$ cat src/rtl/scoreboard_ctrl.sv
// Register hazard scoreboard: per-register pending-write counters,
// RAW/WAW issue stall, and drain sequencing for trap entry.
module scoreboard_ctrl #(
  parameter int N_REGS = 8,
  parameter int ADDR_W = 3,
  parameter int CNT_W  = 2
) (
  input  logic              clk,
  input  logic              rst,
  input  logic              issue_valid,
  input  logic              src1_used,
  input  logic              src2_used,
  input  logic [ADDR_W-1:0] src1_addr,
  input  logic [ADDR_W-1:0] src2_addr,
  input  logic              dst_wr,
  input  logic [ADDR_W-1:0] dst_addr,
  input  logic              wb_valid,
  input  logic [ADDR_W-1:0] wb_addr,
  input  logic              flush,
  input  logic              drain_req,
  output logic              stall,
  output logic              issue_ack,
  output logic [N_REGS-1:0] pending_mask,
  output logic              drain_done,
  output logic [15:0]       stall_count,
  output logic              sb_err
);

  typedef enum logic [1:0] {RUN, DRAIN, DONE} state_e;

  localparam logic [CNT_W-1:0] CNT_MAX = '1;

  state_e           state_q, state_d;
  logic [CNT_W-1:0] cnt_q [N_REGS];
  logic [CNT_W-1:0] cnt_d [N_REGS];
  logic             err_q, err_d;
  logic             done_q, done_d;
  logic [15:0]      scnt_q, scnt_d;
  logic             raw_hazard;
  logic             waw_full;
  logic             all_zero_d;

  // Hazards use pre-update counters only: no same-cycle bypass.
  always_comb begin
    raw_hazard = (src1_used && cnt_q[src1_addr] != '0)
              || (src2_used && cnt_q[src2_addr] != '0);
    waw_full   = dst_wr && cnt_q[dst_addr] == CNT_MAX;
  end

  always_comb begin
    stall = 1'b0;
    case (state_q)
      RUN:     stall = issue_valid && (raw_hazard || waw_full);
      DRAIN:   stall = issue_valid;
      DONE:    stall = issue_valid;
      default: stall = issue_valid;
    endcase
  end

  assign issue_ack = issue_valid && !stall;

  always_comb begin
    err_d = err_q;
    for (int i = 0; i < N_REGS; i++) begin
      cnt_d[i] = cnt_q[i];
      if (flush) begin
        cnt_d[i] = '0;
      end else if (issue_ack && dst_wr && dst_addr == ADDR_W'(i)) begin
        if (!(wb_valid && wb_addr == ADDR_W'(i)))
          cnt_d[i] = cnt_q[i] + 1'b1;
      end else if (wb_valid && wb_addr == ADDR_W'(i)) begin
        if (cnt_q[i] != '0)
          cnt_d[i] = cnt_q[i] - 1'b1;
      end
    end
    if (!flush && wb_valid && cnt_q[wb_addr] == '0)
      err_d = 1'b1;
  end

  always_comb begin
    all_zero_d = 1'b1;
    for (int i = 0; i < N_REGS; i++)
      if (cnt_d[i] != '0) all_zero_d = 1'b0;
  end

  always_comb begin
    state_d = state_q;
    case (state_q)
      RUN:     if (drain_req) state_d = DRAIN;
      DRAIN:   if (all_zero_d) state_d = DONE;
      DONE:    if (!drain_req) state_d = RUN;
      default: state_d = RUN;
    endcase
  end

  always_comb begin
    done_d = (state_q == DRAIN) && (state_d == DONE);
    scnt_d = scnt_q;
    if (stall && scnt_q != 16'hFFFF)
      scnt_d = scnt_q + 16'd1;
  end

  always_ff @(posedge clk or negedge rst) begin
    if (!rst) begin
      state_q <= RUN;
      err_q   <= 1'b0;
      done_q  <= 1'b0;
      scnt_q  <= '0;
      for (int i = 0; i < N_REGS; i++)
        cnt_q[i] <= '0;
    end else begin
      state_q <= state_d;
      err_q   <= err_d;
      done_q  <= done_d;
      scnt_q  <= scnt_d;
      for (int i = 0; i < N_REGS; i++)
        cnt_q[i] <= cnt_d[i];
    end
  end

  always_comb begin
    for (int i = 0; i < N_REGS; i++)
      pending_mask[i] = |cnt_q[i];
  end

  assign drain_done  = done_q;
  assign stall_count = scnt_q;
  assign sb_err      = err_q;

endmodule

$ cat config.mk
export PLATFORM = sky130hd
export DESIGN_NAME = scoreboard_ctrl
export DESIGN_NICKNAME = d
export VERILOG_FILES = /design/src/rtl/scoreboard_ctrl.sv
export SDC_FILE = /design/constraint.sdc
export NUM_CORES = 1
export LEC_CHECK = 0
export CAP_MARGIN = 20
export CORE_AREA = 8 8 85 87
export DETAILED_ROUTE_END_ITERATION = 7
export DIE_AREA = 0 0 93 95
export PLACE_DENSITY = 0.79
export SLEW_MARGIN = 20
export SYNTH_ARGS = -nofsm -noshare
export SYNTH_HDL_FRONTEND = slang
export SYNTH_SLANG_ARGS = --single-unit
$ cat constraint.sdc
create_clock -name clk -period 3.6 [get_ports clk]
set_input_delay 0.72 -clock clk [delete_from_list [all_inputs] [get_ports clk]]
set_output_delay 0.72 -clock clk [all_outputs]
set_load 0.005 [all_outputs]
==> report_table.html, run 1 <==
<table>
<tr><th>Metric</th><th>Value</th></tr>
<tr><th colspan="2">Cells and area</th></tr>
<tr><td>Filler Cells Inserted</td><td>493</td></tr>
<tr><td>Share of layout cells above drive strength 1</td><td>0.201</td></tr>
<tr><td>Area taken by multi-input logic gates</td><td>2140 um^2</td></tr>
<tr><td>Seq. cell area</td><td>901 um^2</td></tr>
<tr><td>Final nets</td><td>517</td></tr>
<tr><td>Final design utilization</td><td>0.725</td></tr>
<tr><td>Area added between synthesis and finish</td><td>35.9%</td></tr>
<tr><td>Number of antenna cells inserted</td><td>0</td></tr>
<tr><th colspan="2">Min path</th></tr>
<tr><td>Class of the tightest hold or removal check</td><td>reg -&gt; reg</td></tr>
<tr><th colspan="2">Setup path</th></tr>
<tr><td>Setup Crit Path Kind</td><td>in -&gt; reg</td></tr>
<tr><td>Arr. time, crit path</td><td>3.68 ns</td></tr>
<tr><td>Slack of the worst reg-to-reg path</td><td>0.34 ns</td></tr>
<tr><td>Setup crit end kind</td><td>flip-flop</td></tr>
<tr><td>Required time of the critical path</td><td>3.78 ns</td></tr>
<tr><td>CP startpoint kind</td><td>input port</td></tr>
<tr><td>Largest fanout of any net on the critical path</td><td>6</td></tr>
<tr><th colspan="2">Clock network</th></tr>
<tr><td>Inserted Clock Buffers</td><td>5</td></tr>
<tr><td>Clock tree root driver cell</td><td>sky130_fd_sc_hd__clkbuf_8</td></tr>
<tr><td>Source-to-sink clock delay at the later pin of the worst-skew pair</td><td>0.29 ns</td></tr>
<tr><td>Buffers from clock root to sink, at most</td><td>2</td></tr>
<tr><td>CTS tree</td><td>done</td></tr>
<tr><td>Total clock sinks</td><td>36</td></tr>
<tr><td>Number of levels in the clock H-tree</td><td>2</td></tr>
<tr><td>Number of buffers inserted by hold repair at cts</td><td>0</td></tr>
<tr><td>Clock-pin slew of the registers on the worst-case setup and hold paths</td><td>0.08 ns</td></tr>
<tr><th colspan="2">Synthesis</th></tr>
<tr><td>Flop and latch count out of synthesis</td><td>36</td></tr>
<tr><td>List of most frequent post-synthesis cells</td><td>sky130_fd_sc_hd__nor2_1, sky130_fd_sc_hd__nand2_1, sky130_fd_sc_hd__dfrtp_1, sky130_fd_sc_hd__inv_1, sky130_fd_sc_hd__ha_1</td></tr>
<tr><td>Most used standard cell by instance count after synthesis</td><td>sky130_fd_sc_hd__nor2_1</td></tr>
<tr><td>Register area share after synthesis</td><td>0.290</td></tr>
<tr><td>Synthesized area divided by synthesized cell count</td><td>8.26 um^2</td></tr>
<tr><td>Post-synth ARST share</td><td>1.00</td></tr>
<tr><td>Mapped Nets</td><td>422</td></tr>
<tr><td>Synthesis Warnings</td><td>0</td></tr>
<tr><td>Area contributors post-synth</td><td>sky130_fd_sc_hd__dfrtp_1, sky130_fd_sc_hd__ha_1, sky130_fd_sc_hd__nor2_1, sky130_fd_sc_hd__nand2_1, sky130_fd_sc_hd__xnor2_1</td></tr>
<tr><td>Number of cells produced by synthesis</td><td>376</td></tr>
<tr><td>Number of flops mapped to enable cells by yosys</td><td>0</td></tr>
<tr><td>Share of the synthesized area in the top cell type</td><td>0.290</td></tr>
<tr><td>Number of distinct standard cells referenced by the synthesized netlist</td><td>60</td></tr>
<tr><td>Syn Std Cell Area</td><td>3100 um^2</td></tr>
<tr><td>Primary flip-flop cell chosen by synthesis mapping</td><td>sky130_fd_sc_hd__dfrtp_1</td></tr>
<tr><td>Area leader, netlist</td><td>sky130_fd_sc_hd__dfrtp_1</td></tr>
<tr><th colspan="2">Timing</th></tr>
<tr><td>Peak clock frequency supported by timing</td><td>286 MHz</td></tr>
<tr><td>Unrepaired setup endpoints after global routing</td><td>true</td></tr>
<tr><td>Final count of negative-setup-slack endpoints</td><td>0</td></tr>
<tr><td>Tightest slew margin relative to the limit</td><td>0.426</td></tr>
<tr><td>Worst slew pin tran</td><td>0.861 ns</td></tr>
<tr><td>Shortest clock period the worst path allows after layout</td><td>3.50 ns</td></tr>
<tr><td>Crit path setup slack, layout</td><td>0.105 ns</td></tr>
<tr><td>Count of endpoints failing hold in the final timing report</td><td>0</td></tr>
<tr><td>Maximum clock skew at final layout</td><td>0.00746 ns</td></tr>
<tr><td>Final Slew Violations</td><td>0</td></tr>
<tr><td>Final period utilization</td><td>0.971</td></tr>
<tr><th colspan="2">Floorplanning</th></tr>
<tr><td>Die height</td><td>95 um</td></tr>
<tr><td>Site Rows</td><td>28</td></tr>
<tr><td>Area enclosed by the die boundary</td><td>8840 um^2</td></tr>
<tr><td>Width of the chip</td><td>93 um</td></tr>
<tr><td>Initial cell density of the core</td><td>0.534</td></tr>
<tr><td>Count of pins on the block boundary</td><td>49</td></tr>
<tr><td>Core region area</td><td>5820 um^2</td></tr>
<tr><th colspan="2">Detailed routing</th></tr>
<tr><td>Total wire length</td><td>9.50 mm</td></tr>
<tr><td>Detailed-route wire length per cell</td><td>17.4 um</td></tr>
<tr><td>Vias after detailed routing</td><td>3315</td></tr>
<tr><td>Number of iterations in the first detailed-routing pass</td><td>5</td></tr>
<tr><td>Iter 0 DRT Violations</td><td>322</td></tr>
<tr><td>Routed vias/inst</td><td>6.06</td></tr>
<tr><td>Count of antenna-violating nets left after detailed routing</td><td>0</td></tr>
<tr><td>DRC Markers</td><td>0</td></tr>
<tr><th colspan="2">Power</th></tr>
<tr><td>Leakage Power</td><td>1.80 nW</td></tr>
<tr><td>Peak supply drop</td><td>457 uV</td></tr>
<tr><td>Power density over the cells</td><td>317 nW/um^2</td></tr>
<tr><th colspan="2">Global routing</th></tr>
<tr><td>Total congestion overflow after global routing</td><td>0</td></tr>
<tr><td>Vias in the first global route</td><td>3272</td></tr>
<tr><td>Antenna violations before repair</td><td>0</td></tr>
<tr><td>Global-route wire length before repair</td><td>15.6 mm</td></tr>
<tr><td>Total routing resource utilization after global routing</td><td>0.219</td></tr>
<tr><td>Pin count of the biggest net entering global routing</td><td>37</td></tr>
<tr><th colspan="2">Placement</th></tr>
<tr><td># port buffers</td><td>48</td></tr>
<tr><td>Final weighted congestion in routability-driven placement</td><td>0.966</td></tr>
<tr><td>Place WS</td><td>-0.365 ns</td></tr>
<tr><td>Detailed placement HPWL</td><td>7.31 mm</td></tr>
<tr><th colspan="2">Flow run</th></tr>
<tr><td>Max-cap violation count</td><td>0</td></tr>
<tr><th colspan="2">Status</th></tr>
<tr><td>Status</td><td>finished clean</td></tr>
</table>
## power by group
part           internal, mW  switching, mW  total [mW]  leakage, nW
clock                 0.156          0.157       0.313       0.0445
sequential            0.463         0.0762       0.540        0.471
combinational         0.270          0.214       0.484         1.28
total                 0.889          0.448        1.34         1.80
## flip-flops by register name, summed over array words and instances, names as in the netlist
| register | flops |
|---|---|
| state_q | 2 |
| stall_count | 16 |
| cnt_q | 16 |
| drain_done | 1 |
| sb_err | 1 |
## logic make-up (layout without fill, tap and decap cells)
group / after synthesis / after routing / synth area share
fa+ha+maj: 25 / 25 / 0.101
buf+inv: 43 / 139 / 0.0564
flops: 36 / 36 / 0.290
simple gates: 181 / 181 / 0.320
compound gates: 66 / 66 / 0.156
xor+xnor: 20 / 20 / 0.0564
mux: 5 / 5 / 0.0210
## worst max-delay path: stages
cell	delay, ns
sky130_fd_sc_hd__clkdlybuf4s50_1	0.45
sky130_fd_sc_hd__buf_4	0.17
sky130_fd_sc_hd__nor4_2	0.14
sky130_fd_sc_hd__a311oi_1	0.09
sky130_fd_sc_hd__a22o_4	0.29
sky130_fd_sc_hd__or3_4	0.43
sky130_fd_sc_hd__buf_4	0.17
sky130_fd_sc_hd__a2bb2oi_1	0.14
sky130_fd_sc_hd__nor2_1	0.24
sky130_fd_sc_hd__o2111a_1	0.24
sky130_fd_sc_hd__a41oi_1	0.15
sky130_fd_sc_hd__o41a_1	0.44
## worst paths after layout
check	endpoint	start	depth (start not counted)
min	stall_count[11]$_DFFE_PN0P_	stall_count[11]$_DFFE_PN0P_	1
max reg2reg	state_q[0]$_DFF_PN0_	cnt_q[5]$_DFF_PN0_	10
max in group asynchronous	stall_count[5]$_DFFE_PN0P_	rst	1
min reg2reg	stall_count[11]$_DFFE_PN0P_	stall_count[11]$_DFFE_PN0P_	1
min in group asynchronous	cnt_q[6]$_DFF_PN0_	rst	1
max	state_q[0]$_DFF_PN0_	src2_addr[1]	12
## cell type report
type,instances,share of cell area
Clock buffer,7,0.0205
Tap cell,75,0.0222
Timing Repair Buffer,101,0.208
Clock inverter,1,0.00178
Sequential cell,36,0.214
Inverter,30,0.0267
Multi-Input combinational cell,297,0.508
## cells in the final DEF (no fill, tap or decap), types with 6 or more instances in the layout
master                            netlist  final
sky130_fd_sc_hd__clkdlybuf4s50_1        0     40
sky130_fd_sc_hd__dfrtp_1               36     36
sky130_fd_sc_hd__nor3_1                15     13
sky130_fd_sc_hd__xnor2_1               15     15
sky130_fd_sc_hd__and3_1                 7      7
sky130_fd_sc_hd__clkbuf_8               0      6
sky130_fd_sc_hd__ha_1                  25     25
sky130_fd_sc_hd__nand2b_1               7      7
sky130_fd_sc_hd__nor4_2                 4      7
sky130_fd_sc_hd__nand2_1               38     38
sky130_fd_sc_hd__nand3_1               20     20
sky130_fd_sc_hd__inv_1                 30     30
sky130_fd_sc_hd__a21oi_1                7      7
sky130_fd_sc_hd__o21ai_0               14     14
sky130_fd_sc_hd__a31oi_1                8      8
sky130_fd_sc_hd__or3_1                  9      8
sky130_fd_sc_hd__nor2_1                41     41
sky130_fd_sc_hd__buf_4                  0     52
## through the flow
| step | instance area (um^2) | hold WS (ns) | cells | setup TNS [ns] | total power, mW |
|---|---|---|---|---|---|
| detailed placement | 4010 | 0.483 | 539 | -2.17 | 1.02 |
| global placement | 4010 | 0.464 | 539 | -1.77 | 1.01 |
| global route | 4220 | 0.524 | 547 | -0.0358 | 1.42 |
| CTS | 4190 | 0.495 | 547 | 0 | 1.35 |
| floorplan | 3100 | 0.424 | 376 | 0 | 0.752 |
| finish | 4220 | 0.494 | 547 | 0 | 1.34 |
## repair_timing
action | CTS | global route
resized for setup | 21 | 6
pin swaps | 1 | 1
setup endpoints to repair | 5 | 4
setup buffers | 0 | 0
## routing by layer
metal  track usage  share of wire
met4        0.0913          0.032
met1         0.269           0.43
met5             0              0
met2         0.366           0.47
met3        0.0444          0.071
(Power assumes the default switching activity.)
==> run 2: changes to the inputs <==
CORE_AREA = 10 10 98 79   (was 8 8 85 87)
DIE_AREA = 0 0 108 89   (was 0 0 93 95)
PLACE_DENSITY = 0.8   (was 0.79)
==> run 2 against run 1 <==
- register-to-register slack got worse by 0.02 ns
- cell area is 1.8% higher
- sequential share of layout area fell by 0.39 points
- clock power up 17%
- cell count rose by 3.3%
- largest cell class unchanged
- highest routed layer unchanged
==> report_table.html, run 2 (synthesis gave the netlist of run 1 again) <==
<table>
<tr><th>Metric</th><th>Value</th></tr>
<tr><th colspan="2">Placement</th></tr>
<tr><td># port buffers</td><td>48</td></tr>
<tr><td>Final weighted congestion in routability-driven placement</td><td>0.912</td></tr>
<tr><td>Detailed placement HPWL</td><td>7.79 mm</td></tr>
<tr><td>Place WS</td><td>-0.461 ns</td></tr>
<tr><td>Placed Area</td><td>4060 um^2</td></tr>
<tr><th colspan="2">Floorplanning</th></tr>
<tr><td>Initial cell density of the core</td><td>0.520</td></tr>
<tr><td>Area enclosed by the die boundary</td><td>9610 um^2</td></tr>
<tr><td>Die height</td><td>89 um</td></tr>
<tr><td>Core region area</td><td>5970 um^2</td></tr>
<tr><td>Count of pins on the block boundary</td><td>49</td></tr>
<tr><td>Site Rows</td><td>25</td></tr>
<tr><td>Width of the chip</td><td>108 um</td></tr>
<tr><th colspan="2">Detailed routing</th></tr>
<tr><td>Iter 0 DRT Violations</td><td>279</td></tr>
<tr><td>Detailed-route wire length per cell</td><td>17.9 um</td></tr>
<tr><td>Routed vias/inst</td><td>5.90</td></tr>
<tr><td>Total wire length</td><td>10.1 mm</td></tr>
<tr><td>DRC Markers</td><td>0</td></tr>
<tr><td>Count of antenna-violating nets left after detailed routing</td><td>0</td></tr>
<tr><td>Number of iterations in the first detailed-routing pass</td><td>5</td></tr>
<tr><td>Vias after detailed routing</td><td>3332</td></tr>
<tr><th colspan="2">Global routing</th></tr>
<tr><td>Total routing resource utilization after global routing</td><td>0.207</td></tr>
<tr><td>Pin count of the biggest net entering global routing</td><td>37</td></tr>
<tr><td>Global-route wire length before repair</td><td>16.0 mm</td></tr>
<tr><td>Total congestion overflow after global routing</td><td>0</td></tr>
<tr><td>Antenna violations before repair</td><td>0</td></tr>
<tr><td>Vias in the first global route</td><td>3158</td></tr>
<tr><th colspan="2">Min path</th></tr>
<tr><td>Hold path start</td><td>sb_err$_DFFE_PN0P_</td></tr>
<tr><td>Class of the tightest hold or removal check</td><td>reg -&gt; reg</td></tr>
<tr><th colspan="2">Timing</th></tr>
<tr><td>Unrepaired setup endpoints after global routing</td><td>true</td></tr>
<tr><td>Final period utilization</td><td>0.969</td></tr>
<tr><td>Crit path setup slack, layout</td><td>0.110 ns</td></tr>
<tr><td>Count of endpoints failing hold in the final timing report</td><td>0</td></tr>
<tr><td>Final count of negative-setup-slack endpoints</td><td>0</td></tr>
<tr><td>Final Slew Violations</td><td>0</td></tr>
<tr><td>Peak clock frequency supported by timing</td><td>287 MHz</td></tr>
<tr><td>Maximum clock skew at final layout</td><td>0.00771 ns</td></tr>
<tr><td>Worst slew pin tran</td><td>0.867 ns</td></tr>
<tr><td>Tightest slew margin relative to the limit</td><td>0.422</td></tr>
<tr><td>Total negative slack</td><td>0 ns</td></tr>
<tr><td>Shortest clock period the worst path allows after layout</td><td>3.49 ns</td></tr>
<tr><th colspan="2">Cells and area</th></tr>
<tr><td>Area added between synthesis and finish</td><td>38.4%</td></tr>
<tr><td>Filler Cells Inserted</td><td>467</td></tr>
<tr><td>Most used cells in the layout excluding fill and tap cells</td><td>sky130_fd_sc_hd__buf_4, sky130_fd_sc_hd__nor2_1, sky130_fd_sc_hd__clkdlybuf4s50_1, sky130_fd_sc_hd__nand2_1, sky130_fd_sc_hd__dfrtp_1</td></tr>
<tr><td>Number of antenna cells inserted</td><td>0</td></tr>
<tr><td>Share of layout cells above drive strength 1</td><td>0.215</td></tr>
<tr><td>Final nets</td><td>529</td></tr>
<tr><td>Cell area after layout</td><td>4300 um^2</td></tr>
<tr><td>Most common cell after layout, fill and taps aside</td><td>sky130_fd_sc_hd__buf_4</td></tr>
<tr><th colspan="2">Setup path</th></tr>
<tr><td>Start of the worst register-to-register path</td><td>cnt_q[5]$_DFF_PN0_</td></tr>
<tr><td>Largest fanout of any net on the critical path</td><td>5</td></tr>
<tr><td>Arr. time, crit path</td><td>2.77 ns</td></tr>
<tr><td>Cell class contributing the biggest share of worst-path delay</td><td>buffers and inverters</td></tr>
<tr><td>Crit path to</td><td>stall</td></tr>
<tr><td>Slowest cell on the critical path</td><td>sky130_fd_sc_hd__clkdlybuf4s50_1</td></tr>
<tr><td>Slack of the worst reg-to-reg path</td><td>0.32 ns</td></tr>
<tr><td>Worst Reg-to-Reg Cells</td><td>9</td></tr>
<tr><td>Critical path depth</td><td>8</td></tr>
<tr><td>End of the worst register-to-register path</td><td>state_q[1]$_DFF_PN0_</td></tr>
<tr><td>Required time of the critical path</td><td>2.88 ns</td></tr>
<tr><td>CP startpoint kind</td><td>input port</td></tr>
<tr><td>Setup Crit Path Kind</td><td>in -&gt; out</td></tr>
<tr><td>Setup crit end kind</td><td>output pin</td></tr>
<tr><td>Buffering stage count on the worst path with inverters included</td><td>4</td></tr>
<tr><td>CP peak stage delay</td><td>0.53 ns</td></tr>
<tr><td>Worst path cell trace</td><td>clkdlybuf4s50_1 -&gt; nand2_1 -&gt; a2111oi_2 -&gt; buf_4 -&gt; nor4_4 -&gt; buf_4 -&gt; a31oi_1 -&gt; clkdlybuf4s50_1</td></tr>
<tr><td>Source of the critical timing path</td><td>src1_used</td></tr>
<tr><th colspan="2">Flow run</th></tr>
<tr><td>Max-cap violation count</td><td>0</td></tr>
<tr><th colspan="2">Clock network</th></tr>
<tr><td>Total clock sinks</td><td>36</td></tr>
<tr><td>Source-to-sink clock delay at the later pin of the worst-skew pair</td><td>0.29 ns</td></tr>
<tr><td>Inserted Clock Buffers</td><td>5</td></tr>
<tr><td>CTS tree</td><td>done</td></tr>
<tr><td>Number of levels in the clock H-tree</td><td>2</td></tr>
<tr><td>Buffers from clock root to sink, at most</td><td>2</td></tr>
<tr><td>Clock-pin slew of the registers on the worst-case setup and hold paths</td><td>0.07 ns</td></tr>
<tr><td>Clock tree root driver cell</td><td>sky130_fd_sc_hd__clkbuf_8</td></tr>
<tr><td>Number of buffers inserted by hold repair at cts</td><td>0</td></tr>
<tr><th colspan="2">Power</th></tr>
<tr><td>Peak supply drop</td><td>325 uV</td></tr>
<tr><td>Power density over the cells</td><td>332 nW/um^2</td></tr>
<tr><td>Leakage Power</td><td>1.85 nW</td></tr>
<tr><td>Final total power</td><td>1.42 mW</td></tr>
<tr><th colspan="2">Status</th></tr>
<tr><td>Status</td><td>finished clean</td></tr>
</table>
run 2: area by class of cell:
class / instances / area [um^2] / share of cell area
multi-input cells: 297 / 2100 / 0.489
repair buffers: 113 / 970 / 0.226
flip-flops and latches: 36 / 901 / 0.210
inverters: 30 / 113 / 0.0262
well taps: 81 / 101 / 0.0236
clock buffers: 5 / 68.8 / 0.0160
clock inverters: 3 / 42.5 / 0.00990
run 2: worst min-delay path by stage:
stage                                  endpoint  slack [ns]  cells after the start
floorplan                    cnt_q[0]$_DFF_PN0_        0.42                      0
global placement             sb_err$_DFFE_PN0P_        0.46                      1
detailed placement           sb_err$_DFFE_PN0P_        0.48                      1
CTS                  stall_count[8]$_DFFE_PN0P_        0.50                      1
global route        stall_count[11]$_DFFE_PN0P_        0.53                      1
finish                       sb_err$_DFFE_PN0P_        0.50                      1
run 2: through the flow:
step                      instances  hold WS (ns)   util
final                           565         0.497  0.719
after global routing            565         0.525  0.719
after CTS                       561         0.499  0.705
after global placement          551         0.462  0.680
after detailed placement        551         0.482  0.680
after floorplan                 376         0.424      -
run 2: report_power, final:
part / internal [mW] / total, mW / switching [mW]
sequential: 0.463 / 0.542 / 0.0786
combinational: 0.287 / 0.516 / 0.229
clock: 0.205 / 0.367 / 0.162
total: 0.956 / 1.42 / 0.469
run 2: routing by layer:
metal / wire [um] / up-vias / GRT usage
met5: 0 / - / 0
met4: 160 / 0 / 0.0496
met3: 712 / 19 / 0.0382
met2: 4710 / 136 / 0.339
met1: 4520 / 1597 / 0.274
li1: - / 1580 / -
run 2: repair_timing:
action / in CTS / in global routing
setup endpoints to repair: 5 / 4
setup buffers: 2 / 4
pin swaps: 1 / 8
gates resized for setup: 13 / 10
==> run 3: changes to the inputs <==
--- a/config.mk
+++ b/config.mk
@@ -11,6 +11,8 @@
 export DIE_AREA = 0 0 108 89
 export PLACE_DENSITY = 0.8
+export RECOVER_POWER = 25
 export SLEW_MARGIN = 20
 export SYNTH_ARGS = -nofsm -noshare
 export SYNTH_HDL_FRONTEND = slang
 export SYNTH_SLANG_ARGS = --single-unit
+export TNS_END_PERCENT = 50
==> constraint.sdc (replaced) <==
create_clock -name clk -period 3.6 [get_ports clk]
set_input_delay 0.54 -clock clk [delete_from_list [all_inputs] [get_ports clk]]
set_output_delay 0.54 -clock clk [all_outputs]
set_load 0.005 [all_outputs]
==> run 3 against run 2 <==
- the flow now finishes with violations (capacitance limit, slew limit)
- sequential share of layout area up 0.90 points
- hold slack worse by 0.0074 ns
- core utilization down 3.0 points
- worst setup slack better by 0.068 ns
- clock skew down 0.0048 ns
- sequential power down 0.9%
- register-to-register slack worse by 0.08 ns
- total power down 3.5%
- critical path type is now in -> reg
==> report_table.html, run 3 (synthesis gave the netlist of run 1 again) <==
<table>
<tr><th>Metric</th><th>Value</th></tr>
<tr><th colspan="2">Timing</th></tr>
<tr><td>Count of endpoints failing hold in the final timing report</td><td>0</td></tr>
<tr><td>Unrepaired setup endpoints after global routing</td><td>false</td></tr>
<tr><td>Worst slew pin tran</td><td>1.97 ns</td></tr>
<tr><td>Final count of negative-setup-slack endpoints</td><td>0</td></tr>
<tr><td>Tightest slew margin relative to the limit</td><td>-0.315</td></tr>
<tr><td>Final Slew Violations</td><td>37</td></tr>
<tr><td>Maximum clock skew at final layout</td><td>0.00289 ns</td></tr>
<tr><td>Peak clock frequency supported by timing</td><td>292 MHz</td></tr>
<tr><td>Total negative slack</td><td>0 ns</td></tr>
<tr><td>Shortest clock period the worst path allows after layout</td><td>3.42 ns</td></tr>
<tr><td>Crit path setup slack, layout</td><td>0.178 ns</td></tr>
<tr><td>Final period utilization</td><td>0.950</td></tr>
<tr><th colspan="2">Placement</th></tr>
<tr><td>Place WS</td><td>-0.231 ns</td></tr>
<tr><td>Final weighted congestion in routability-driven placement</td><td>0.943</td></tr>
<tr><td># port buffers</td><td>48</td></tr>
<tr><td>Detailed placement HPWL</td><td>7.47 mm</td></tr>
<tr><th colspan="2">Setup path</th></tr>
<tr><td>Worst Reg-to-Reg Cells</td><td>9</td></tr>
<tr><td>End of the worst register-to-register path</td><td>state_q[1]$_DFF_PN0_</td></tr>
<tr><td>Slack of the worst reg-to-reg path</td><td>0.24 ns</td></tr>
<tr><td>Setup crit end kind</td><td>flip-flop</td></tr>
<tr><td>CP startpoint kind</td><td>input port</td></tr>
<tr><td>Setup Crit Path Kind</td><td>in -&gt; reg</td></tr>
<tr><td>Largest fanout of any net on the critical path</td><td>7</td></tr>
<tr><td>Required time of the critical path</td><td>3.81 ns</td></tr>
<tr><td>Start of the worst register-to-register path</td><td>cnt_q[5]$_DFF_PN0_</td></tr>
<tr><td>Arr. time, crit path</td><td>3.63 ns</td></tr>
<tr><th colspan="2">Min path</th></tr>
<tr><td>Hold path start</td><td>sb_err$_DFFE_PN0P_</td></tr>
<tr><td>Hold Crit Depth</td><td>1</td></tr>
<tr><td>Class of the tightest hold or removal check</td><td>reg -&gt; reg</td></tr>
<tr><td>Worst Hold Path EP</td><td>sb_err$_DFFE_PN0P_</td></tr>
<tr><th colspan="2">Global routing</th></tr>
<tr><td>Total routing resource utilization after global routing</td><td>0.197</td></tr>
<tr><td>Global-route wire length before repair</td><td>15.3 mm</td></tr>
<tr><td>Total congestion overflow after global routing</td><td>0</td></tr>
<tr><td>Pin count of the biggest net entering global routing</td><td>37</td></tr>
<tr><td>Antenna violations before repair</td><td>0</td></tr>
<tr><td>Vias in the first global route</td><td>3069</td></tr>
<tr><th colspan="2">Cells and area</th></tr>
<tr><td>Number of antenna cells inserted</td><td>0</td></tr>
<tr><td>Filler Cells Inserted</td><td>486</td></tr>
<tr><td>Share of layout cells above drive strength 1</td><td>0.173</td></tr>
<tr><td>Final nets</td><td>513</td></tr>
<tr><td>Area added between synthesis and finish</td><td>32.7%</td></tr>
<tr><td>Most used cells in the layout excluding fill and tap cells</td><td>sky130_fd_sc_hd__buf_4, sky130_fd_sc_hd__clkdlybuf4s50_1, sky130_fd_sc_hd__nor2_1, sky130_fd_sc_hd__nand2_1, sky130_fd_sc_hd__dfrtp_1</td></tr>
<tr><td>Most common cell after layout, fill and taps aside</td><td>sky130_fd_sc_hd__buf_4</td></tr>
<tr><th colspan="2">Clock network</th></tr>
<tr><td>CTS tree</td><td>done</td></tr>
<tr><td>Source-to-sink clock delay at the later pin of the worst-skew pair</td><td>0.29 ns</td></tr>
<tr><td>Total clock sinks</td><td>36</td></tr>
<tr><td>Number of levels in the clock H-tree</td><td>2</td></tr>
<tr><td>Buffers from clock root to sink, at most</td><td>2</td></tr>
<tr><td>Clock-pin slew of the registers on the worst-case setup and hold paths</td><td>0.08 ns</td></tr>
<tr><td>Number of buffers inserted by hold repair at cts</td><td>0</td></tr>
<tr><td>Inserted Clock Buffers</td><td>5</td></tr>
<tr><td>Clock tree root driver cell</td><td>sky130_fd_sc_hd__clkbuf_8</td></tr>
<tr><th colspan="2">Status</th></tr>
<tr><td>Status</td><td>finished with violations</td></tr>
<tr><td>Violations in the final reports</td><td>capacitance limit, slew limit</td></tr>
<tr><th colspan="2">Detailed routing</th></tr>
<tr><td>Detailed-route wire length per cell</td><td>17.2 um</td></tr>
<tr><td>Met3 routed WL</td><td>618 um</td></tr>
<tr><td>Detailed route wirelength on metal2</td><td>4.57 mm</td></tr>
<tr><td>Vias after detailed routing</td><td>3200</td></tr>
<tr><td>DRC Markers</td><td>0</td></tr>
<tr><td>Number of iterations in the first detailed-routing pass</td><td>5</td></tr>
<tr><td>Top metal layer carrying routed signals</td><td>met4</td></tr>
<tr><td>Iter 0 DRT Violations</td><td>332</td></tr>
<tr><td>Total wire length</td><td>9.45 mm</td></tr>
<tr><td>Routed vias/inst</td><td>5.83</td></tr>
<tr><td>Routed met1 length</td><td>4.21 mm</td></tr>
<tr><td>Count of antenna-violating nets left after detailed routing</td><td>0</td></tr>
<tr><th colspan="2">Floorplanning</th></tr>
<tr><td>Site Rows</td><td>25</td></tr>
<tr><td>Die height</td><td>89 um</td></tr>
<tr><td>Initial cell density of the core</td><td>0.520</td></tr>
<tr><td>Area enclosed by the die boundary</td><td>9610 um^2</td></tr>
<tr><td>Count of pins on the block boundary</td><td>49</td></tr>
<tr><td>Width of the chip</td><td>108 um</td></tr>
<tr><td>Core region area</td><td>5970 um^2</td></tr>
<tr><th colspan="2">Power</th></tr>
<tr><td>Final total power</td><td>1.38 mW</td></tr>
<tr><td>Power density over the cells</td><td>334 nW/um^2</td></tr>
<tr><td>Leakage Power</td><td>1.76 nW</td></tr>
<tr><td>Peak supply drop</td><td>255 uV</td></tr>
<tr><th colspan="2">Flow run</th></tr>
<tr><td>Max-cap violation count</td><td>1</td></tr>
</table>
[run 3: per-layer routing]
metal | vias up | global-route usage
met3 | 4 | 0.0367
met5 | - | 0
met4 | 0 | 0.0484
li1 | 1546 | -
met1 | 1542 | 0.258
met2 | 108 | 0.328
[run 3: stage by stage]
step,std cells,area (um^2),utilization,hold slack (ns)
after global routing,549,4120,0.689,0.516
after global placement,540,3980,0.666,0.459
after CTS,548,4100,0.687,0.378
after detailed placement,540,3980,0.666,0.475
after floorplan,376,3100,-,0.244
final,549,4120,0.689,0.490
[run 3: critical path, stage by stage]
cell	delay (ns)
sky130_fd_sc_hd__clkdlybuf4s50_1	0.46
sky130_fd_sc_hd__buf_4	0.16
sky130_fd_sc_hd__a211oi_1	0.08
sky130_fd_sc_hd__or4_4	0.57
sky130_fd_sc_hd__nor4_4	0.39
sky130_fd_sc_hd__and3b_2	0.25
sky130_fd_sc_hd__a211oi_2	0.24
sky130_fd_sc_hd__a41oi_1	0.23
sky130_fd_sc_hd__or4_4	0.56
sky130_fd_sc_hd__o22ai_1	0.16
[run 3: timing repair]
item / in CTS / in global routing
buffers inserted: 0 / 1
cloned: 0 / 0
gates resized for setup: 6 / 3
setup endpoints to repair: 1 / 4
pin swaps: 0 / 1
hold endpoints to repair: 0 / 0
[run 3: worst max-delay path by stage]
stage / from / endpoint / slack, ns / cells after the start
2_1_floorplan: cnt_q[10]$_DFF_PN0_ / state_q[0]$_DFF_PN0_ / 0.54 / 11
3_3_place_gp: src2_addr[0] / state_q[0]$_DFF_PN0_ / -0.16 / 11
3_5_place_dp: src1_addr[0] / state_q[1]$_DFF_PN0_ / -0.23 / 10
4_1_cts: src1_addr[1] / issue_ack / 0.02 / 8
5_1_grt: cnt_q[5]$_DFF_PN0_ / state_q[1]$_DFF_PN0_ / 0.08 / 9
6_report: dst_addr[1] / state_q[1]$_DFF_PN0_ / 0.18 / 10
[run 3: layout make-up]
class / count / area (um^2) / area share
Multi-Input combinational cell: 297 / 2050 / 0.498
Sequential cell: 36 / 901 / 0.219
Timing Repair Buffer: 97 / 843 / 0.205
Inverter: 30 / 113 / 0.0273
Tap cell: 81 / 101 / 0.0246
Clock buffer: 5 / 68.8 / 0.0167
Clock inverter: 3 / 42.5 / 0.0103
[run 3: power breakdown]
part	switching [mW]	leakage (nW)	internal, mW
combinational	0.212	1.23	0.264
sequential	0.0733	0.471	0.463
clock	0.157	0.0541	0.205
total	0.443	1.76	0.932
